--- config.mk ---
export PLATFORM = sky130hd
export DESIGN_NAME = uart_tx_periph
export DESIGN_NICKNAME = d
export VERILOG_FILES = /design/src/rtl/uart_tx_periph.sv
export SDC_FILE = /design/constraint.sdc
export NUM_CORES = 1
export LEC_CHECK = 0
export ABC_AREA = 1
export BUFFER_PORTS_ARGS = -buffer_cell sky130_fd_sc_hd__buf_2
export CORE_MARGIN = 10
export CORE_UTILIZATION = 28
export CTS_CLUSTER_SIZE = 28
export DETAILED_ROUTE_END_ITERATION = 16
export HOLD_SLACK_MARGIN = 0.02
export PLACE_DENSITY_LB_ADDON = 0.08
export SYNTH_ARGS = -nofsm -noshare
export SYNTH_HDL_FRONTEND = slang
export SYNTH_SLANG_ARGS = --single-unit
--- constraint.sdc ---
create_clock -name clk_i -period 7.8 [get_ports clk_i]
set_input_delay 0.39 -clock clk_i [delete_from_list [all_inputs] [get_ports clk_i]]
set_output_delay 0.39 -clock clk_i [all_outputs]
set_load 0.1 [all_outputs]
--- src/rtl/uart_tx_periph.sv ---
// uart_tx_periph: memory-mapped UART transmitter (TX FIFO + 8N1 serialiser) on the Ibex data bus.
// Define UART_TX_PARITY_EN to insert an even-parity bit between the data bits and the stop bit.
module uart_tx_periph #(
    parameter logic [15:0] DefaultBaudDiv = 16'd868,
    parameter int unsigned FifoDepth      = 4
) (
    input  logic        clk_i,
    input  logic        rst_ni,
    input  logic        req_i,
    input  logic        we_i,
    input  logic [3:0]  be_i,
    input  logic [31:0] addr_i,
    input  logic [31:0] wdata_i,
    output logic        gnt_o,
    output logic        rvalid_o,
    output logic [31:0] rdata_o,
    output logic        tx_o,
    output logic        tx_idle_o
);
    localparam int unsigned AW        = $clog2(FifoDepth);
    localparam logic [AW:0] FullCount = (AW + 1)'(FifoDepth);
    localparam logic [15:0] ResetDiv  = (DefaultBaudDiv == 16'd0) ? 16'd1 : DefaultBaudDiv;
`ifdef UART_TX_PARITY_EN
    localparam logic ParityEn = 1'b1;
`else
    localparam logic ParityEn = 1'b0;
`endif

    typedef enum logic [2:0] {S_IDLE, S_START, S_DATA, S_PARITY, S_STOP} state_e;

    state_e        r_state, w_state_d;
    logic [7:0]    r_mem [FifoDepth];
    logic [AW-1:0] r_wptr, r_rptr;
    logic [AW:0]   r_count;
    logic          r_ovf;
    logic [15:0]   r_baud, w_baud_d, w_div_load;
    logic [15:0]   r_bit_cnt, r_cur_div;
    logic [2:0]    r_idx, w_idx_d;
    logic [7:0]    r_shift;
    logic          r_tx, w_tx_d;
    logic          r_rvalid;
    logic [31:0]   r_rdata, w_rd;
    logic          w_full, w_empty, w_push, w_push_ok, w_pop, w_ovf_set, w_ovf_clr;
    logic          w_bit_end, w_tx_idle, w_wr_status, w_wr_baud;
    logic [3:0]    w_cnt4;
    logic          w_unused;

    assign w_unused    = ^{addr_i[31:4], addr_i[1:0], wdata_i[31:16], be_i[3:2]};
    assign gnt_o       = req_i;
    assign rvalid_o    = r_rvalid;
    assign rdata_o     = r_rdata;
    assign tx_o        = r_tx;
    assign tx_idle_o   = w_tx_idle;

    assign w_full      = (r_count == FullCount);
    assign w_empty     = (r_count == '0);
    assign w_tx_idle   = (r_state == S_IDLE) && w_empty;
    assign w_cnt4      = 4'(r_count);
    assign w_push      = req_i && we_i && (addr_i[3:2] == 2'd0) && be_i[0];
    assign w_push_ok   = w_push && (!w_full || w_pop);
    assign w_ovf_set   = w_push && w_full && !w_pop;
    assign w_wr_status = req_i && we_i && (addr_i[3:2] == 2'd1);
    assign w_ovf_clr   = w_wr_status && be_i[0] && wdata_i[2];
    assign w_wr_baud   = req_i && we_i && (addr_i[3:2] == 2'd2);
    assign w_bit_end   = (r_bit_cnt == r_cur_div - 16'd1);

    // Divisor latched at each bit start sees a BAUD_DIV write landing on that same edge.
    always_comb begin
        w_baud_d = r_baud;
        if (w_wr_baud && be_i[0]) w_baud_d[7:0]  = wdata_i[7:0];
        if (w_wr_baud && be_i[1]) w_baud_d[15:8] = wdata_i[15:8];
        w_div_load = (w_baud_d == 16'd0) ? 16'd1 : w_baud_d;
    end

    always_ff @(posedge clk_i) begin
        if (w_push_ok) r_mem[r_wptr] <= wdata_i[7:0];
    end

    always_ff @(posedge clk_i or negedge rst_ni) begin
        if (!rst_ni) begin
            r_wptr  <= '0;
            r_rptr  <= '0;
            r_count <= '0;
            r_ovf   <= 1'b0;
            r_baud  <= DefaultBaudDiv;
        end else begin
            r_baud <= w_baud_d;
            if (w_push_ok) r_wptr <= r_wptr + 1'b1;
            if (w_pop)     r_rptr <= r_rptr + 1'b1;
            case ({w_push_ok, w_pop})
                2'b10:   r_count <= r_count + 1'b1;
                2'b01:   r_count <= r_count - 1'b1;
                default: r_count <= r_count;
            endcase
            if (w_ovf_set)      r_ovf <= 1'b1;
            else if (w_ovf_clr) r_ovf <= 1'b0;
        end
    end

    always_ff @(posedge clk_i or negedge rst_ni) begin
        if (!rst_ni) r_state <= S_IDLE;
        else         r_state <= w_state_d;
    end

    always_comb begin
        w_state_d = r_state;
        w_idx_d   = r_idx;
        w_pop     = 1'b0;
        case (r_state)
            S_IDLE: begin
                if (!w_empty) begin
                    w_pop     = 1'b1;
                    w_state_d = S_START;
                end
            end
            S_START: begin
                if (w_bit_end) begin
                    w_state_d = S_DATA;
                    w_idx_d   = 3'd0;
                end
            end
            S_DATA: begin
                if (w_bit_end) begin
                    if (r_idx == 3'd7) w_state_d = ParityEn ? S_PARITY : S_STOP;
                    else               w_idx_d   = r_idx + 3'd1;
                end
            end
            S_PARITY: begin
                if (w_bit_end) w_state_d = S_STOP;
            end
            S_STOP: begin
                if (w_bit_end) begin
                    if (!w_empty) begin
                        w_pop     = 1'b1;
                        w_state_d = S_START;
                    end else begin
                        w_state_d = S_IDLE;
                    end
                end
            end
            default: w_state_d = S_IDLE;
        endcase
    end

    // tx_o is registered from the upcoming state so it changes with the state itself.
    always_comb begin
        w_tx_d = 1'b1;
        case (w_state_d)
            S_START:  w_tx_d = 1'b0;
            S_DATA:   w_tx_d = r_shift[w_idx_d];
            S_PARITY: w_tx_d = ^r_shift;
            default:  w_tx_d = 1'b1;
        endcase
    end

    always_ff @(posedge clk_i or negedge rst_ni) begin
        if (!rst_ni) begin
            r_bit_cnt <= '0;
            r_cur_div <= ResetDiv;
            r_idx     <= '0;
            r_shift   <= '0;
            r_tx      <= 1'b1;
        end else begin
            r_tx  <= w_tx_d;
            r_idx <= w_idx_d;
            if (w_pop) r_shift <= r_mem[r_rptr];
            if ((r_state == S_IDLE) || w_bit_end) begin
                r_bit_cnt <= '0;
                r_cur_div <= w_div_load;
            end else begin
                r_bit_cnt <= r_bit_cnt + 16'd1;
            end
        end
    end

    always_comb begin
        w_rd = '0;
        case (addr_i[3:2])
            2'd1:    w_rd[10:0] = {w_cnt4, 3'b000, ParityEn, r_ovf, w_tx_idle, w_full};
            2'd2:    w_rd[15:0] = r_baud;
            default: w_rd = '0;
        endcase
    end

    always_ff @(posedge clk_i or negedge rst_ni) begin
        if (!rst_ni) begin
            r_rvalid <= 1'b0;
            r_rdata  <= '0;
        end else begin
            r_rvalid <= req_i;
            r_rdata  <= (req_i && !we_i) ? w_rd : '0;
        end
    end
endmodule
### After elaboration in Yosys (flattened, before gate mapping)

Memory sizes are Yosys's and may differ from the RTL's. A register that Yosys moved wholly into a read port is not among the register bits.
Cells that the tools add are included.

| cells by class | value |
|---|---|
| equality and inequality tests | 14 |
| mux-type cells | 30 |
| $lt $le $gt $ge | 1 |
| reductions and logical operators | 27 |
| add/sub/neg operators | 7 |

Operators by type and width:

| kind | number |
|---|---|
| $mux W16 | 3 |
| $mux W3 | 9 |
| $pmux W11 S2 | 1 |
| $add A16 B1 Y16 const B | 1 |
| $eq A16 B16 Y1 | 1 |
| $logic_not A16 Y1 | 1 |
| $mux W8 | 2 |
| $sub A16 B1 Y16 const B | 1 |
| $pmux W3 S5 | 1 |
| $logic_and A1 B1 Y1 | 14 |
| $eq A3 B2 Y1 const B | 4 |
| $pmux W3 S2 | 2 |
| $eq A3 B3 Y1 const B | 3 |
| $mux W1 | 8 |
| $reduce_xor A8 Y1 | 1 |
| $add A3 B1 Y3 const B | 2 |
| $eq A3 B1 Y1 const B | 2 |
| $logic_not A3 Y1 | 2 |
| $mux W5 | 1 |
| $add A2 B1 Y2 const B | 2 |
| $eq A2 B1 Y1 const B | 2 |
| $eq A2 B2 Y1 const B | 2 |
| $logic_not A1 Y1 | 4 |
| $lt A3 B4 Y1 const B | 1 |
| 7 further kinds | 9 |

| storage, ports and cells | value |
|---|---|
| memories kept | 1 |
| RAM bits | 32 |
| register bits after elaboration | 80 |
| word-level logic and storage cells | 92 |

Memory list:

| memory | depth | width | rd ports | clocked after memory_dff | write ports | RTL line | text |
|---|---|---|---|---|---|---|---|
| r_mem | 4 | 8 | 1 | 1 | 1 | 32 | `logic [7:0] r_mem [FifoDepth];` |

### Logic depth before layout (Yosys ltp)

| logic depth | value |
|---|---|
| depth in word-level cells | 8 |
| mapped depth | 22 |

### Worst setup path after synthesis

OpenSTA, ideal clock, no wires.

| timing path | value |
|---|---|
| path type | register -> register |
| start | reg r_cur_div[0] |
| end | mem r_mem[0][0], enable pin |
| stages on the path, launching flop included | 14 |
| path buffers | 1 |
| arrival | 2,240 ps |
| path slack | 5,189 ps |
| period minus slack after synthesis | 2,611 ps |
| required time | 7,429 ps |
| cell sequence | dfrtp_1 inv_1 ha_1 nand3_4 nor2_4 nand3_1 xor2_1 nand3_2 nor2_4 o21ai_2 inv_2 buf_6 o21ai_4 nor2_1 |

| on the way | value |
|---|---|
| cells in the longest elaborated chain, start to end | 8 |

Ends and longest elaborated chain:

| element | RTL line | text |
|---|---|---|
| start: declaration | 37 | `logic [15:0] r_bit_cnt, r_cur_div;` |
| start signal: assignment | 159 | `r_cur_div <= ResetDiv;` |
| start signal: assignment | 169 | `r_cur_div <= w_div_load;` |
| $sub A16 B1 Y16 | 65 | `assign w_bit_end = (r_bit_cnt == r_cur_div - 16'd1);` |
| $eq A16 B16 Y1 | 65 |  |
| $mux W1 | 132 | `if (w_bit_end) begin` |
| $pmux W1 S2 | 109 | `case (r_state)` |
| $logic_or A1 B1 Y1 | 60 | `assign w_push_ok = w_push && (!w_full \|\| w_pop);` |
| $logic_and A1 B1 Y1 | 60 |  |
| $mux W1 | 76 | `if (w_push_ok) r_mem[r_wptr] <= wdata_i[7:0];` |
| $mux W1 (implied by the code) | 76 |  |
| end: declaration | 32 |  |

Every way passes these cells.

### Worst setup path in the final report

| timing path | value |
|---|---|
| start | reg r_cur_div[0] |
| end | mem r_mem[2][5], enable pin |

The elaborated chain is that of the path after synthesis.

==> results.tsv <==
stage	metric	value	unit
synthesis	synth_edf_count	32	
setup_path	crit_family	simple AND/OR/NAND/NOR gates	
grt	antenna_found_initial	0	
sta	fin_crit	3.656	ns
setup_path	worstPathRequired	7.84	ns
hold_path	hold_path.class	in2reg	
power_and_ir_drop	p_seq_frac	0.359	
setup_path	cp.buffers_inverters	2	
sta	setup_viol	0	
grt	grt_overflow	0	
power_and_ir_drop	pwr-share-clk	0.302	
clocking	clockBufferDepth	2	
power_and_ir_drop	leakage	3.281	nW
grt	grt_pass1_wl	25830	um
clocking	clkTransAtPathRegs	0.06	ns
sta	finalSetupTns	0	ns
synthesis	ys_ff_latch	120	
die	core_area	21760	um^2
clocking	cts-resized-gates	0	
clocking	cts-buffers-inserted	17	
synthesis	ys_seq_area_frac	0.5157	
synthesis	yosys_most_used_dff	dfrtp_1	
setup_path	cp_slowest_cell	nor2_1	
die	placementRows	54	
layout	fin_cells	1037	
sta	final_hold_viol_count	0	
die	die_y	168.3	um
layout	fin_nets	827	
placed_design	port-buffer-count	43	
sta	slew_violations	0	
power_and_ir_drop	p_switching	1.028	mW
power_and_ir_drop	combPwrFrac	0.339	
clocking	cts_root_buf	clkbuf_16	
setup_path	arrival	3.69	ns
placed_design	numPlacedInstances	1004	
power_and_ir_drop	power_density	359.9	nW/um^2
sta	fin_crit_sh	0.4687	
placed_design	dpl_cell_area	6589	um^2
power_and_ir_drop	internal_power	1.555	mW
sta	worst-slew-pin-transition	0.9216	ns
sta	slew_headroom	0.3833	
clocking	cts_setup_buffers	0	
setup_path	crit_path_max_fanout	12	
flow_run	cap_violations	0	
route	vias	4582	
route	drcViolationCount	0	
die	initial_core_util	0.2831	
power_and_ir_drop	swShare	0.3979	
die	ioPinCount	108	
setup_path	path_cells	inv_1 > ha_1 > nand3_4 > nor2_4 > nand3_1 > xor2_1 > nand3_2 > nor2_4 > o21ai_2 > inv_2 > o21ai_4 > nor2_1	
clocking	cts_tree	done	
clocking	cts_sinks	120	
setup_path	crit_type	reg2reg	
grt	grtUsageTotal	0.1151	
setup_path	crit_path_end_kind	register	
power_and_ir_drop	irDropWorstVdd	0.0001563	V
setup_path	slowest_delay	0.66	ns
setup_path	path_common_cell	nor2_4	
layout	fin_util	0.3299	
synthesis	ys_warn_count	0	
route	vias_per_cell	4.419	
synthesis	postSynthAreaPerCell	8.850	um^2
layout	fin_area	7178	um^2
sta	clock_skew	0.008250	ns
clocking	cts_htree_levels	4	
sta	rsz0062_at_grt	false	
sta	fmax	273.6	MHz
route	wl	15600	um
synthesis	synthesis.instances	696	
synthesis	ys_types	48	
die	die_area	28330	um^2
synthesis	async_flop_share	0.7333	
placed_design	dp_hpwl	11420	um
grt	grt_max_degree	49	
synthesis	synth_area	6160	um^2
layout	antennaDiodeCount	0	
power_and_ir_drop	power.total	2.583	mW
run_status	status	complete, no violations	
route	postRouteAntennaNets	0	
die	dieWidth	168.3	um
route	first_iter_violations	207	
route	detail_route.wl_per_cell	15.04	um
placed_design	globalplace.congestion	0.7961	
route	drt_pass1_iterations	4	
setup_path	start_kind	register	
layout	final_layout_size_suffix_gt1_frac	0.1651	
grt	first_global_vias	4794	
layout	areaGrowthSynthToFinish	16.53	%
clocking	insertion_delay	0.41	ns
## layer usage
layer | vias to the layer above | routed length [um] | track usage
met1 | 2203 | 7007 | 0.1391
li1 | 2307 | - | -
met3 | 13 | 473 | 0.03073
met5 | - | 0 | 0
met2 | 59 | 7861 | 0.1933
met4 | 0 | 253 | 0.03936
## final timing paths
check,from,end,slack (ns),cells past startpoint
hold reg to reg,r_baud[3],rdata_o[3],0.49,2
max in group asynchronous,rst_ni,r_bit_cnt[11],6.22,3
min in group asynchronous,rst_ni,r_rptr[1],0.51,2
setup reg to reg,r_cur_div[0],r_mem[2][5],4.14,12
hold / removal,req_i,rvalid_o,0.14,1
setup / recovery,r_cur_div[0],r_mem[2][5],4.14,12
## sequential cells by signal, indices dropped and copies added, names as in the netlist
register / cells
r_baud: 16
r_bit_cnt: 16
r_count: 3
r_cur_div: 16
r_idx: 3
r_mem: 32
r_ovf: 1
r_rptr: 2
r_shift: 8
r_state: 3
r_wptr: 2
rdata_o: 16
rvalid_o: 1
tx_o: 1
## area by class of cell
class / instances / area (um^2)
Fill cell: 2294 / 14580
Sequential cell: 120 / 3177
Multi-Input combinational cell: 471 / 2502
Clock buffer: 19 / 432.9
Tap cell: 280 / 350.3
Inverter: 89 / 334.1
Timing Repair Buffer: 45 / 235.2
Clock inverter: 13 / 146.4
## kinds of logic after synthesis
| family | count (synthesis) | share of synthesized area |
|---|---|---|
| XOR/XNOR | 23 | 0.03392 |
| adder cells (fa/ha/maj) | 11 | 0.02356 |
| multiplexers | 9 | 0.01625 |
| buffers and inverters | 120 | 0.08714 |
| AO/OA/AOI/OAI | 81 | 0.07353 |
| AND/OR/NAND/NOR | 331 | 0.2492 |
| flip-flops | 120 | 0.5157 |
| other | 1 | 0.0006088 |
## power groups by stage
| stage | sequential (mW) | clock, mW | combinational, mW |
|---|---|---|---|
| floorplan | 0.918 | 0 | 0.693 |
| finish | 0.927 | 0.781 | 0.875 |
| detailed placement | 0.939 | 0 | 0.883 |
| global placement | 0.939 | 0 | 0.872 |
| global route | 0.951 | 0.835 | 1.02 |
| CTS | 0.931 | 0.804 | 0.889 |
## cells in the final DEF (no fill, tap or decap), types with 10 or more instances in the layout
master	instances
xor2_1	13
a21oi_1	22
dfstp_2	11
nand2_1	151
nor3_1	14
conb_1	16
o21ai_0	39
dfrtp_1	77
ha_1	10
nand3_1	33
inv_1	85
nor2_1	85
edfxtp_1	32
buf_2	42
clkbuf_16	17
## Yosys cell counts (all sizes together), types with 10 or more instances
cell | number | share of area
nor3 | 14 | 0.011
a21oi | 22 | 0.018
dfrtp | 77 | 0.31
inv | 89 | 0.054
o21ai | 43 | 0.037
ha | 10 | 0.020
nand3 | 37 | 0.036
buf | 25 | 0.029
edfxtp | 32 | 0.16
nand2 | 159 | 0.10
nor2 | 95 | 0.069
dfstp | 11 | 0.047
xor2 | 14 | 0.021
## metrics by stage
step	setup slack (ns)	hold WS, ns
after global routing	3.764	0.1197
after floorplan	5.189	0.09441
after CTS	4.061	0.1192
after detailed placement	4.076	0.4354
after global placement	4.060	0.4320
final	4.144	0.1391
## repair_timing
item                       in CTS  in global routing
setup endpoints to repair       0                  0
hold endpoints to repair       37                  0
hold buffers                    1                  0
(Power assumes the default switching activity.)
